--- src/rtl/occ_rom_arbiter.sv ---
// rtl/occ_rom_arbiter.sv - round-robin arbiter sharing single-port rom_Occ between k-side and l-side lookups
module occ_rom_arbiter #(
  parameter int ADDR_W      = 8,
  parameter int DATA_W      = 32,
  parameter int ROM_LATENCY = 1
) (
  input  logic              clk,
  input  logic              rst,
  input  logic              req0,
  input  logic [ADDR_W-1:0] addr0,
  input  logic              req1,
  input  logic [ADDR_W-1:0] addr1,
  output logic              ack0,
  output logic              ack1,
  output logic [DATA_W-1:0] rdata,
  output logic              busy,
  output logic              ce_rom_Occ,
  output logic [ADDR_W-1:0] addr_rom_Occ,
  input  logic [DATA_W-1:0] rom_data
);

  typedef enum logic [1:0] {IDLE, ISSUE, WAIT, ACK} state_t;

  // Counter preload so that WAIT spans exactly ROM_LATENCY edges.
  localparam logic [2:0] WAIT_LOAD = 3'(ROM_LATENCY - 1);

  state_t              state;
  logic                rr_ptr;
  logic [1:0]          grant;
  logic [ADDR_W-1:0]   addr_q;
  logic [2:0]          wait_cnt;

  logic [1:0]          pick;
  logic [ADDR_W-1:0]   pick_addr;

  // Arbitration: equal addresses merge into one access, otherwise rr_ptr breaks ties.
  always_comb begin
    pick      = 2'b00;
    pick_addr = addr0;
    if (req0 && req1) begin
      if (addr0 == addr1) begin
        pick = 2'b11;
      end else if (rr_ptr) begin
        pick      = 2'b10;
        pick_addr = addr1;
      end else begin
        pick = 2'b01;
      end
    end else if (req0) begin
      pick = 2'b01;
    end else if (req1) begin
      pick      = 2'b10;
      pick_addr = addr1;
    end
  end

  // Access sequencer: one outstanding ROM read, all outputs registered.
  always_ff @(posedge clk) begin
    if (rst) begin
      state        <= IDLE;
      rr_ptr       <= 1'b0;
      grant        <= 2'b00;
      addr_q       <= '0;
      wait_cnt     <= '0;
      ce_rom_Occ   <= 1'b0;
      addr_rom_Occ <= '0;
      ack0         <= 1'b0;
      ack1         <= 1'b0;
      rdata        <= '0;
      busy         <= 1'b0;
    end else begin
      busy       <= (state != IDLE);
      ack0       <= 1'b0;
      ack1       <= 1'b0;
      ce_rom_Occ <= 1'b0;
      case (state)
        IDLE: begin
          if (pick != 2'b00) begin
            grant  <= pick;
            addr_q <= pick_addr;
            state  <= ISSUE;
          end
        end
        ISSUE: begin
          ce_rom_Occ   <= 1'b1;
          addr_rom_Occ <= addr_q;
          wait_cnt     <= WAIT_LOAD;
          state        <= WAIT;
        end
        WAIT: begin
          if (wait_cnt == 3'd0) begin
            rdata <= rom_data;
            state <= ACK;
          end else begin
            wait_cnt <= wait_cnt - 3'd1;
          end
        end
        ACK: begin
          ack0 <= grant[0];
          ack1 <= grant[1];
          // A lone winner hands priority to the other port; a merged access leaves it alone.
          if (grant == 2'b01) begin
            rr_ptr <= 1'b1;
          end else if (grant == 2'b10) begin
            rr_ptr <= 1'b0;
          end
          state <= IDLE;
        end
        default: state <= IDLE;
      endcase
    end
  end

endmodule

--- config.mk ---
export PLATFORM = sky130hd
export DESIGN_NAME = occ_rom_arbiter
export DESIGN_NICKNAME = d
export VERILOG_FILES = /design/src/rtl/occ_rom_arbiter.sv
export SDC_FILE = /design/constraint.sdc
export NUM_CORES = 1
export LEC_CHECK = 0
export ABC_AREA = 0
export CORE_MARGIN = 5
export CORE_UTILIZATION = 38
export CTS_BUF_LIST = sky130_fd_sc_hd__clkbuf_8
export DETAILED_ROUTE_END_ITERATION = 6
export GPL_TIMING_DRIVEN = 0
export PLACE_DENSITY = 0.7
export SYNTH_ARGS = -nofsm -noshare
export SYNTH_HDL_FRONTEND = slang
export SYNTH_SLANG_ARGS = --single-unit
--- constraint.sdc ---
create_clock -name clk -period 3.3 [get_ports clk]
set_clock_uncertainty 0.1 [all_clocks]
set_input_delay 0.495 -clock clk [delete_from_list [all_inputs] [get_ports clk]]
set_output_delay 0.495 -clock clk [all_outputs]
set_load 0.02 [all_outputs]
==> impl_summary.log, run 1 <==
INFO  metric synth_edf_count = 0
INFO  metric power.share.combinational = a little under two fifths
INFO  metric yosys.area.top_type_share = a little under half
INFO  metric layout.area.seq = 1200 um2
INFO  metric switching_share = roughly a third
INFO  metric register_to_register_setup_slack = 1.38 ns
INFO  metric postSynthRegisterBits = 60
INFO  metric synth.yosys.seq_area_share = a little under half
INFO  metric timing.setup.critical_path_class = in2reg
INFO  metric clockPowerShare = between 20% and 30%
INFO  metric mappedNetlistNets = approximately 390
INFO  metric slew_viol_final = 0
INFO  metric core-area = 6760 um2
INFO  metric tritoncts.num_buffers = 9
INFO  metric finalCoreUtilization = 57.4%
INFO  metric dp.final_hpwl = 5330 um
INFO  metric final-setup-viol-count = 0
INFO  metric worst_path_slowest_cell = sky130_fd_sc_hd__clkdlybuf4s50_1
INFO  metric syn_inst = 330
INFO  metric dr_iter_0_viols = 71
INFO  metric cts_hold_repair.buffers = 0
INFO  metric slew_headroom = between 50% and 60%
INFO  metric synth_commonest_cells = 68 x sky130_fd_sc_hd__nand2_1, 60 x sky130_fd_sc_hd__dfxtp_1, 38 x sky130_fd_sc_hd__a21oi_1
INFO  metric status = completed
INFO  metric die_h = slightly above 90 um
INFO  metric synthesis.area = ~2600 um2
INFO  metric ff2ff_path_depth = 8
INFO  metric power_density = approximately 700 nW/um2
INFO  metric firstDrtPassIters = 4
INFO  metric max_freq = around 440 MHz
INFO  metric critPathCaptureType = flop
INFO  metric internal-power = 1.75 mW
INFO  metric synth_flop_cell = sky130_fd_sc_hd__dfxtp_1
INFO  metric synthToLayoutAreaGrowth = 48.5%
INFO  metric power = 2.66 mW
INFO  metric cts-root-to-sink-buffers = 2
INFO  metric worstPathRequired = between 3 and 4 ns
INFO  metric post_cts.repair.setup_buffers = 0
INFO  metric worstHoldEndpoint = rdata[28]$_SDFFE_PP0P_
INFO  metric synthMostInstantiatedCell = sky130_fd_sc_hd__nand2_1
INFO  metric holdCritStartpoint = rdata[28]$_SDFFE_PP0P_
INFO  metric post_synth_xor_area_fraction = under 10%
INFO  metric cts_max_level = 3
INFO  metric timing.final.hold_violations = 0
INFO  metric synth-async-reset-ratio = 0%
INFO  metric p_switching = approximately 0.92 mW
INFO  metric tns = 0 ns
INFO  metric layout_worst_path_cycle_share = between 60% and 70%
INFO  metric grt_remaining_overflow = 0
INFO  metric max_cap_violations = 0
INFO  metric clock_latency = 0.32 ns
INFO  metric grt_setup_unrepaired = no
INFO  metric post_route_cells_drive_above_1_share = slightly below 4%
INFO  metric compound_cell_area_share_of_the_yosys_netlist = between 10 and 15%
INFO  metric cts.root.buffer_cell = sky130_fd_sc_hd__clkbuf_8
INFO  metric floorplan.die_area = about 8600 um2
INFO  metric synth_top_area_cell = sky130_fd_sc_hd__dfxtp_1
INFO  metric worst_r2r_endpoint = addr_q[3]$_SDFFE_PP0P_
INFO  metric area_occupied_by_multi_input_gates = between 1000 and 1500 um2
INFO  metric final.min_clock_period = about 2.3 ns
INFO  metric whs_path_depth = 2
INFO  metric placement.io_buffers = 95
INFO  metric synth_area_leaders = sky130_fd_sc_hd__dfxtp_1 46%, sky130_fd_sc_hd__nand2_1 9.8%, sky130_fd_sc_hd__a21oi_1 7.3%, sky130_fd_sc_hd__nor2_1 5.3%, sky130_fd_sc_hd__mux2i_1 3.4%
INFO  metric crit_path_cell_trace = clkdlybuf4s50_1, xor2_1, nor4_1, a21boi_1, buf_6, nand4b_1, nand3_1
INFO  metric tightest_slew = approximately 0.70 ns
INFO  metric crit_buf_inv = 2
INFO  metric yosys-mux-area-fraction = under 10%
INFO  metric synth_fa_ha_area_share = 3.35%
INFO  metric grt_max_degree = 11
INFO  metric number_of_global_route_vias_before_repair = roughly 2500
INFO  metric max_stage_delay = 0.47 ns
INFO  metric ir_drop = between 0.0003 and 0.0004 V
INFO  metric design.portCount = 96
INFO  metric tritoncts = built
INFO  metric wire_length_of_the_first_global_routing_pass = approximately 12000 um
INFO  metric routed_wire_length_per_instance = around 14 um
INFO  metric critPathArrivalTime = around 2.4 ns
INFO  metric netlist-cell-type-count = 29
INFO  metric path_clk_slew = 0.06 ns
INFO  metric static-leakage-power = 1.48 nW
INFO  metric grt_antenna_before_repair = 0
INFO  metric timing.critical_path.fanout_max = 10
INFO  metric placementRows = 30
INFO  metric fill_cells = 643
INFO  metric wl = a little over 7000 um
INFO  metric share_seq_of_total_power = a little over a third
INFO  metric cts_resized = 0
INFO  metric post_drt_via_cell_ratio = around 4.9
INFO  metric combinational_family_with_the_most_area_after_synthesis = simple AND/OR/NAND/NOR gates
INFO  metric antenna_violating_nets_post_route = 0
INFO  metric design.final.nets = approximately 500
INFO  metric place_congestion = 0.906
INFO  metric simple_logic_cell_fraction_of_the_synthesized_area = between 20% and 30%
INFO  metric floorplan.initialDensity = 38.7%
INFO  metric diodes = 0
INFO  metric vias = 2569
INFO  metric cell_family_with_most_cp_delay = simple AND/OR/NAND/NOR gates
INFO  metric drt_drc_violations_left = 0
INFO  metric crit_path_start_kind = primary input
INFO  metric reg2reg_from = state[0]$_SDFFE_PP0P_
INFO  metric synth_warnings = 0
INFO  metric hold_path_class = reg2reg
INFO  metric syn-mean-instance-area = slightly below 8 um2
INFO  metric fp.dieW = a little over 90 um
INFO  metric cts.sinks = 60
INFO  metric globalRouteTotalUtil = about 17%
placed cells by master, fill, tap and decap left out:
cell type	n
sky130_fd_sc_hd__a211o_1	8
sky130_fd_sc_hd__a21boi_0	1
sky130_fd_sc_hd__a21boi_1	1
sky130_fd_sc_hd__a21o_1	1
sky130_fd_sc_hd__a21oi_1	38
sky130_fd_sc_hd__and2_1	3
sky130_fd_sc_hd__and3b_1	1
sky130_fd_sc_hd__buf_1	3
sky130_fd_sc_hd__buf_2	1
sky130_fd_sc_hd__buf_6	1
sky130_fd_sc_hd__bufinv_16	2
sky130_fd_sc_hd__clkbuf_1	17
sky130_fd_sc_hd__clkbuf_8	10
sky130_fd_sc_hd__clkdlybuf4s50_1	95
sky130_fd_sc_hd__clkinv_2	3
sky130_fd_sc_hd__dfxtp_1	60
sky130_fd_sc_hd__ha_1	7
sky130_fd_sc_hd__inv_1	16
sky130_fd_sc_hd__mux2i_1	9
sky130_fd_sc_hd__nand2_1	68
sky130_fd_sc_hd__nand2b_1	2
sky130_fd_sc_hd__nand3_1	8
sky130_fd_sc_hd__nand4_1	8
sky130_fd_sc_hd__nand4b_1	8
sky130_fd_sc_hd__nor2_1	37
sky130_fd_sc_hd__nor2b_1	2
sky130_fd_sc_hd__nor3_1	1
sky130_fd_sc_hd__nor3b_1	1
sky130_fd_sc_hd__nor4_1	2
sky130_fd_sc_hd__o21a_1	1
sky130_fd_sc_hd__o21ai_0	17
sky130_fd_sc_hd__o311ai_0	1
sky130_fd_sc_hd__xor2_1	8
cell type report:
cell class	instances	share of cell area, %
well taps	80	2.58
flip-flops and latches	60	31.0
multi-input cells	233	32.6
inverters	15	1.45
clock buffers	10	3.55
repair buffers	95	24.5
clock inverters	6	2.03
plain buffers	22	2.35
per-stage QoR:
step	cell area [um2]	hold slack [ns]	cells	setup slack [ns]
after floorplan	2610	0.340	330	1.63
after detailed placement	3660	0.346	505	0.810
final	3880	0.352	521	1.02
after CTS	3880	0.356	521	1.10
after global placement	3660	0.342	505	0.823
after global routing	3880	0.378	521	0.948
registers in the layout (all words and copies together) (netlist names):
name          cells
ce_rom_Occ        1
rdata            32
busy              1
ack1              1
wait_cnt          3
addr_q            8
grant             2
ack0              1
addr_rom_Occ      8
rr_ptr            1
state             2
worst max-delay path by stage:
stage,from,endpoint,slack [ns],cells after the start
6_report,addr1[5],addr_q[3]$_SDFFE_PP0P_,1.02,7
5_1_grt,addr1[6],addr_q[3]$_SDFFE_PP0P_,0.95,7
4_1_cts,addr1[5],addr_q[3]$_SDFFE_PP0P_,1.10,7
3_5_place_dp,addr1[5],addr_q[2]$_SDFFE_PP0P_,0.81,7
3_3_place_gp,addr1[5],addr_q[0]$_SDFFE_PP0P_,0.82,7
2_1_floorplan,addr1[6],addr_q[3]$_SDFFE_PP0P_,1.63,6
worst min-delay path: stages (launching register included):
cell                      delay, ns
sky130_fd_sc_hd__dfxtp_1       0.31
sky130_fd_sc_hd__nand2_1       0.05
sky130_fd_sc_hd__a21oi_1       0.05
cell families (layout without fill, tap and decap cells):
kind of cell	Yosys count	count (layout)
compound gates	68	68
xor+xnor	8	8
fa+ha+maj	7	7
buf+inv	37	148
flops	60	60
mux	9	9
simple gates	141	141
layer usage:
| layer | wire [um] | global-route usage, % | vias to the layer above | part of all wire (%) |
|---|---|---|---|---|
| met5 | 0 | 0 | - | 0 |
| met4 | 37 | 4.64 | 0 | 0.52 |
| met3 | 467 | 5.28 | 4 | 6.6 |
| met2 | 3240 | 26.6 | 95 | 45 |
| met1 | 3380 | 21.7 | 1150 | 47 |
| li1 | - | - | 1320 | - |
power groups by stage:
stage               Combinational (mW)  Clock (mW)  Sequential, mW
floorplan                        0.477           0            1.09
global placement                 0.983           0           0.969
detailed placement               0.999           0           0.976
CTS                               1.01       0.737           0.961
global route                      1.10       0.771           0.977
finish                           0.995       0.710           0.959
(Power assumes the default switching activity.)
==> run 2, diff against run 1 <==
--- a/config.mk
+++ b/config.mk
@@ -11,7 +11,7 @@
 export CTS_BUF_LIST = sky130_fd_sc_hd__clkbuf_8
 export DETAILED_ROUTE_END_ITERATION = 6
 export GPL_TIMING_DRIVEN = 0
-export PLACE_DENSITY = 0.7
+export PLACE_DENSITY = 0.73
 export SYNTH_ARGS = -nofsm -noshare
 export SYNTH_HDL_FRONTEND = slang
 export SYNTH_SLANG_ARGS = --single-unit
==> constraint.sdc (replaced) <==
create_clock -name clk -period 1.9 [get_ports clk]
set_clock_uncertainty 0.1 [all_clocks]
set_input_delay 0.285 -clock clk [delete_from_list [all_inputs] [get_ports clk]]
set_output_delay 0.285 -clock clk [all_outputs]
set_load 0.02 [all_outputs]
==> run 2 against run 1 <==
Net effect:
- flip-flop and latch count unchanged
- clock power rose by 51%
- sequential share of layout area is 0.11 points higher
- critical path depth stayed put
- count of clock-buffer cells in the layout down 1
- global-route usage is 0.44 points lower
- critical path type unchanged
- highest routed layer unchanged
==> impl_summary.log, run 2 (synthesis gave the netlist of run 1 again) <==
INFO  metric place_congestion = about 0.9
INFO  metric path_clk_slew = 0.06 ns
INFO  metric slew_viol_final = 0
INFO  metric finalCoreUtilization = 57.2%
INFO  metric worst_path_slowest_cell = sky130_fd_sc_hd__clkdlybuf4s50_1
INFO  metric post_route_cells_drive_above_1_share = around 6.2%
INFO  metric commonest_cells_after_routing_fill_and_taps_aside = 95 x sky130_fd_sc_hd__clkdlybuf4s50_1, 68 x sky130_fd_sc_hd__nand2_1, 60 x sky130_fd_sc_hd__dfxtp_1
INFO  metric final.min_clock_period = about 1.8 ns
INFO  metric diodes = 0
INFO  metric crit_path_start_kind = primary input
INFO  metric tns = 0 ns
INFO  metric tritoncts.num_buffers = 9
INFO  metric crit_buf_inv = 2
INFO  metric globalRouteTotalUtil = 16.2%
INFO  metric routed_wire_length_per_instance = ~13 um
INFO  metric grt_antenna_before_repair = 0
INFO  metric vias = between 2000 and 3000
INFO  metric critPathCaptureType = flop
INFO  metric preCtsSetupSlack = -0.347 ns
INFO  metric antenna_violating_nets_post_route = 0
INFO  metric ir_drop = between 0.0005 and 0.0006 V
INFO  metric crit_path_cell_trace = clkdlybuf4s50_1, xor2_1, nor4_2, a21boi_2, buf_6, nand4b_1, nand3_1
INFO  metric layout.area.seq = between 1000 and 1500 um2
INFO  metric grt_setup_unrepaired = no
INFO  metric clock_latency = around 0.33 ns
INFO  metric slew_headroom = about three fifths
INFO  metric grt_remaining_overflow = 0
INFO  metric hold_path_class = reg2reg
INFO  metric placement.io_buffers = between 90 and 100
INFO  metric firstDrtPassIters = 5
INFO  metric final-setup-viol-count = 0
INFO  metric biggest_regs = rdata x32, addr_q x8, addr_rom_Occ x8
INFO  metric worst_slack = between 0.1 and 0.15 ns
INFO  metric dp.final_hpwl = roughly 5000 um
INFO  metric worstPathRequired = 2.07 ns
INFO  metric fp.dieW = 92.9 um
INFO  metric critPathArrivalTime = around 2 ns
INFO  metric static-leakage-power = 1.48 nW
INFO  metric core-area = about 6800 um2
INFO  metric max_cap_violations = 0
INFO  metric synthToLayoutAreaGrowth = 48.0%
INFO  metric die_h = approximately 93 um
INFO  metric max_stage_delay = 0.47 ns
INFO  metric cts_max_level = 3
INFO  metric fill_cells = between 600 and 700
INFO  metric status = completed
INFO  metric dr_iter_0_viols = roughly 100
INFO  metric placementRows = 30
INFO  metric post_drt_via_cell_ratio = a little under 5
INFO  metric drt_drc_violations_left = 0
INFO  metric tritoncts = built
INFO  metric floorplan.initialDensity = roughly two fifths
INFO  metric wl = ~6900 um
INFO  metric timing.setup.critical_path_class = in2reg
INFO  metric area_occupied_by_multi_input_gates = approximately 1300 um2
INFO  metric max_freq = between 500 and 600 MHz
INFO  metric cts-root-to-sink-buffers = 2
INFO  metric wire_length_of_the_first_global_routing_pass = 11400 um
INFO  metric timing.critical_path.fanout_max = 10
INFO  metric design.final.nets = slightly below 500
INFO  metric cell_family_with_most_cp_delay = buffers and inverters
INFO  metric number_of_global_route_vias_before_repair = roughly 2500
INFO  metric grt_max_degree = 11
INFO  metric floorplan.die_area = between 8000 and 9000 um2
INFO  metric post_cts.repair.setup_buffers = 0
INFO  metric largest_reg_flops = 32
INFO  metric layout_worst_path_cycle_share = 93.7%
INFO  metric regMostFlops = rdata
INFO  metric tightest_slew = between 0.5 and 0.6 ns
INFO  metric timing.final.hold_violations = 0
INFO  metric cts.root.buffer_cell = sky130_fd_sc_hd__clkbuf_8
INFO  metric final_common_cell = sky130_fd_sc_hd__clkdlybuf4s50_1
INFO  metric power_density = 1150 nW/um2
INFO  metric cts.sinks = 60
INFO  metric design.portCount = 96
[run 2: where the power goes]
part	switching (mW)	leakage (nW)	internal [mW]	total, mW
combinational	0.968	0.889	0.756	1.72
sequential	0.134	0.489	1.53	1.66
clock	0.484	0.101	0.589	1.07
total	1.59	1.48	2.87	4.46
[run 2: stage by stage]
stage                     hold slack, ns  area [um2]  instances  total power, mW
after global routing               0.374        3870        519             4.76
final                              0.354        3870        519             4.46
after floorplan                    0.321        2610        330             2.71
after CTS                          0.355        3850        520             4.51
after detailed placement           0.346        3660        505             3.41
after global placement             0.343        3660        505             3.38
[run 2: cell type report]
cell class	count	area share, %
Timing Repair Buffer	95	24.6
Buffer	20	2.39
Clock buffer	9	3.20
Tap cell	80	2.59
Sequential cell	60	31.1
Multi-Input combinational cell	233	33.1
Clock inverter	7	1.55
Inverter	15	1.46
[run 2: worst paths after layout]
path / slack (ns) / end / cells after the start / start
worst max-delay path: 0.12 / addr_q[2]$_SDFFE_PP0P_ / 7 / addr1[5]
worst min-delay path: 0.35 / rdata[28]$_SDFFE_PP0P_ / 2 / rdata[28]$_SDFFE_PP0P_
worst max register to register: 0.16 / grant[1]$_SDFFE_PP0P_ / 5 / state[0]$_SDFFE_PP0P_
worst min register to register: 0.35 / rdata[28]$_SDFFE_PP0P_ / 2 / rdata[28]$_SDFFE_PP0P_
[run 2: repair_timing]
item	CTS	global route
setup endpoints to repair	4	39
hold buffers	0	0
gates resized for setup	1	17
[run 2: routing by layer]
metal,vias up,GRT usage (%),routed length (um),part of all wire (%)
met3,9,3.66,449,6.5
li1,1314,-,-,-
met5,-,0,0,0
met4,0,7.33,127,1.8
met2,101,26.3,3040,44
met1,1158,20.5,3270,48
[run 2: worst reg2reg max path, cell delays in order (launching register included)]
cell                       delay [ns]
sky130_fd_sc_hd__dfxtp_1         0.34
sky130_fd_sc_hd__inv_1           0.09
sky130_fd_sc_hd__ha_1            0.26
sky130_fd_sc_hd__clkbuf_1        0.45
sky130_fd_sc_hd__o311ai_0        0.25
sky130_fd_sc_hd__a21oi_1         0.18
==> run 3, diff against run 2 <==
--- a/config.mk
+++ b/config.mk
@@ -7,11 +7,11 @@
 export LEC_CHECK = 0
 export ABC_AREA = 0
 export CORE_MARGIN = 5
-export CORE_UTILIZATION = 38
+export CORE_UTILIZATION = 41
 export CTS_BUF_LIST = sky130_fd_sc_hd__clkbuf_8
 export DETAILED_ROUTE_END_ITERATION = 6
 export GPL_TIMING_DRIVEN = 0
-export PLACE_DENSITY = 0.73
+export PLACE_DENSITY = 0.78
 export SYNTH_ARGS = -nofsm -noshare
 export SYNTH_HDL_FRONTEND = slang
 export SYNTH_SLANG_ARGS = --single-unit
==> run 3 against run 2 <==
Net effect:
- final cell count decreased by 0.77%
- die area fell by 6.5%
- core utilization rose by 3.9 points
- cell area is 0.78% lower
- critical endpoint unchanged
- largest power group unchanged
- highest routed layer unchanged
==> impl_summary.log, run 3 (synthesis gave the netlist of run 1 again) <==
INFO  metric cts-root-to-sink-buffers = 2
INFO  metric core-area = 6280 um2
INFO  metric wire_length_of_the_first_global_routing_pass = 11700 um
INFO  metric commonest_cells_after_routing_fill_and_taps_aside = 95 x sky130_fd_sc_hd__clkdlybuf4s50_1, 68 x sky130_fd_sc_hd__nand2_1, 60 x sky130_fd_sc_hd__dfxtp_1
INFO  metric holdCritStartpoint = rdata[4]$_SDFFE_PP0P_
INFO  metric floorplan.die_area = 8070 um2
INFO  metric tightest_slew = about 0.51 ns
INFO  metric dr_iter_0_viols = around 120
INFO  metric fin_worst_hold_slack = between 0.3 and 0.4 ns
INFO  metric final.min_clock_period = roughly 1.8 ns
INFO  metric reg2reg_from = state[1]$_SDFFE_PP0P_
INFO  metric grt_max_degree = 11
INFO  metric die_h = ~90 um
INFO  metric max_freq = 555 MHz
INFO  metric biggest_regs = rdata x32, addr_q x8, addr_rom_Occ x8
INFO  metric critPathArrivalTime = 1.98 ns
INFO  metric final_common_cell = sky130_fd_sc_hd__clkdlybuf4s50_1
INFO  metric worstPathRequired = 2.07 ns
INFO  metric worst_path_slowest_cell = sky130_fd_sc_hd__clkdlybuf4s50_1
INFO  metric globalRouteTotalUtil = ~17%
INFO  metric final-setup-viol-count = 0
INFO  metric cts.sinks = 60
INFO  metric max_cap_violations = 0
INFO  metric ir_drop = 0.000629 V
INFO  metric tritoncts = built
INFO  metric diodes = 0
INFO  metric post_drt_via_cell_ratio = ~5.0
INFO  metric finalInstanceArea = between 3000 and 4000 um2
INFO  metric vias = 2596
INFO  metric fp.dieW = 89.8 um
INFO  metric worstHoldEndpoint = rdata[4]$_SDFFE_PP0P_
INFO  metric global_route_met1_utilization = between 20% and 30%
INFO  metric firstDrtPassIters = 4
INFO  metric slew_viol_final = 0
INFO  metric timing.final.hold_violations = 0
INFO  metric number_of_global_route_vias_before_repair = between 2000 and 2500
INFO  metric cts_max_level = 3
INFO  metric power_density = approximately 1100 nW/um2
INFO  metric wl = 7020 um
INFO  metric cts.root.buffer_cell = sky130_fd_sc_hd__clkbuf_8
INFO  metric path_clk_slew = 0.07 ns
INFO  metric tns = 0 ns
INFO  metric slew_headroom = around two thirds
INFO  metric timing.critical_path.fanout_max = 10
INFO  metric critPathCaptureType = flop
INFO  metric use_met3 = 6.26%
INFO  metric register_to_register_setup_slack = 0.17 ns
INFO  metric placementRows = 29
INFO  metric worst_r2r_endpoint = addr_q[0]$_SDFFE_PP0P_
INFO  metric drt_drc_violations_left = 0
INFO  metric ff2ff_path_depth = 7
INFO  metric place_congestion = roughly 0.95
INFO  metric placed_cell_area = between 3000 and 4000 um2
INFO  metric design.portCount = 96
INFO  metric placement.io_buffers = 95
INFO  metric clock_latency = about 0.33 ns
INFO  metric dp.final_hpwl = between 5000 and 6000 um
INFO  metric antenna_violating_nets_post_route = 0
INFO  metric whs_path_depth = 2
INFO  metric synthToLayoutAreaGrowth = 46.8%
INFO  metric layout_worst_path_cycle_share = 94.8%
INFO  metric floorplan.initialDensity = 41.6%
INFO  metric status = completed
INFO  metric static-leakage-power = 1.46 nW
INFO  metric tritoncts.num_buffers = 9
INFO  metric hold_path_class = reg2reg
INFO  metric timing.setup.critical_path_class = in2reg
INFO  metric routed_wire_length_per_instance = between 10 and 15 um
INFO  metric grt_setup_unrepaired = no
INFO  metric finalCoreUtilization = between 60 and 70%
INFO  metric crit_path_start_kind = primary input
INFO  metric crit_path_cell_trace = clkdlybuf4s50_1, xor2_1, nor4_2, a21boi_2, buf_6, nand4b_1, nand3_1
INFO  metric post_cts.repair.setup_buffers = 0
INFO  metric grt-busiest-layer = met2
INFO  metric largest_reg_flops = 32
INFO  metric grt_util_met2 = 28.0%
INFO  metric grt_remaining_overflow = 0
INFO  metric grt_antenna_before_repair = 0
INFO  metric regMostFlops = rdata
INFO  metric max_stage_delay = ~0.5 ns
INFO  metric post_route_cells_drive_above_1_share = between 5 and 6%
INFO  metric design.final.nets = about 490
[run 3: how the worst max path moves through the flow]
stage	to	cells after the start	start
floorplan	wait_cnt[0]$_SDFFE_PP0P_	6	state[1]$_SDFFE_PP0P_
global placement	addr_q[2]$_SDFFE_PP0P_	7	addr1[7]
detailed placement	addr_q[2]$_SDFFE_PP0P_	7	addr1[7]
CTS	addr_q[3]$_SDFFE_PP0P_	7	addr1[5]
global route	grant[1]$_SDFFE_PP0P_	5	state[1]$_SDFFE_PP0P_
finish	addr_q[2]$_SDFFE_PP0P_	7	addr1[5]
[run 3: routing by layer]
layer	routed length (um)	up-vias
met3	562	9
met2	3200	99
li1	-	1314
met4	90	0
met1	3170	1174
met5	0	-
[run 3: what timing repair did]
action	in CTS	in global routing
endpoints found under the hold margin	0	0
gates resized for setup	1	15
hold buffers	0	0
endpoints found under the setup margin	5	40
[run 3: critical path, delay by kind of cell]
kind,cells,cell delay (ns)
xor gates and xnor gates,1,0.21
buffers and inverters,2,0.67
and+or+nand+nor,3,0.62
AOI/OAI and AO/OA,1,0.18
[run 3: cell type report]
class,instances,area (um2)
Timing Repair Buffer,95,951
Buffer,20,91.3
Multi-Input combinational cell,233,1280
Fill cell,578,2440
Clock buffer,9,124
Tap cell,77,96.3
Clock inverter,6,33.8
Inverter,15,56.3
Sequential cell,60,1200
[run 3: where the power goes]
group	switching (mW)	internal (mW)	total, mW
Clock	0.477	0.453	0.930
Combinational	0.979	0.757	1.74
Sequential	0.140	1.53	1.67
Total	1.60	2.74	4.33
[run 3: per-stage QoR]
stage	power (mW)	std cells	worst slack [ns]
6_report	4.33	515	0.0980
3_3_place_gp	3.38	502	-0.341
5_1_grt	4.64	515	0.00794
4_1_cts	4.36	516	0.0209
3_5_place_dp	3.42	502	-0.352
2_1_floorplan	2.71	330	0.334
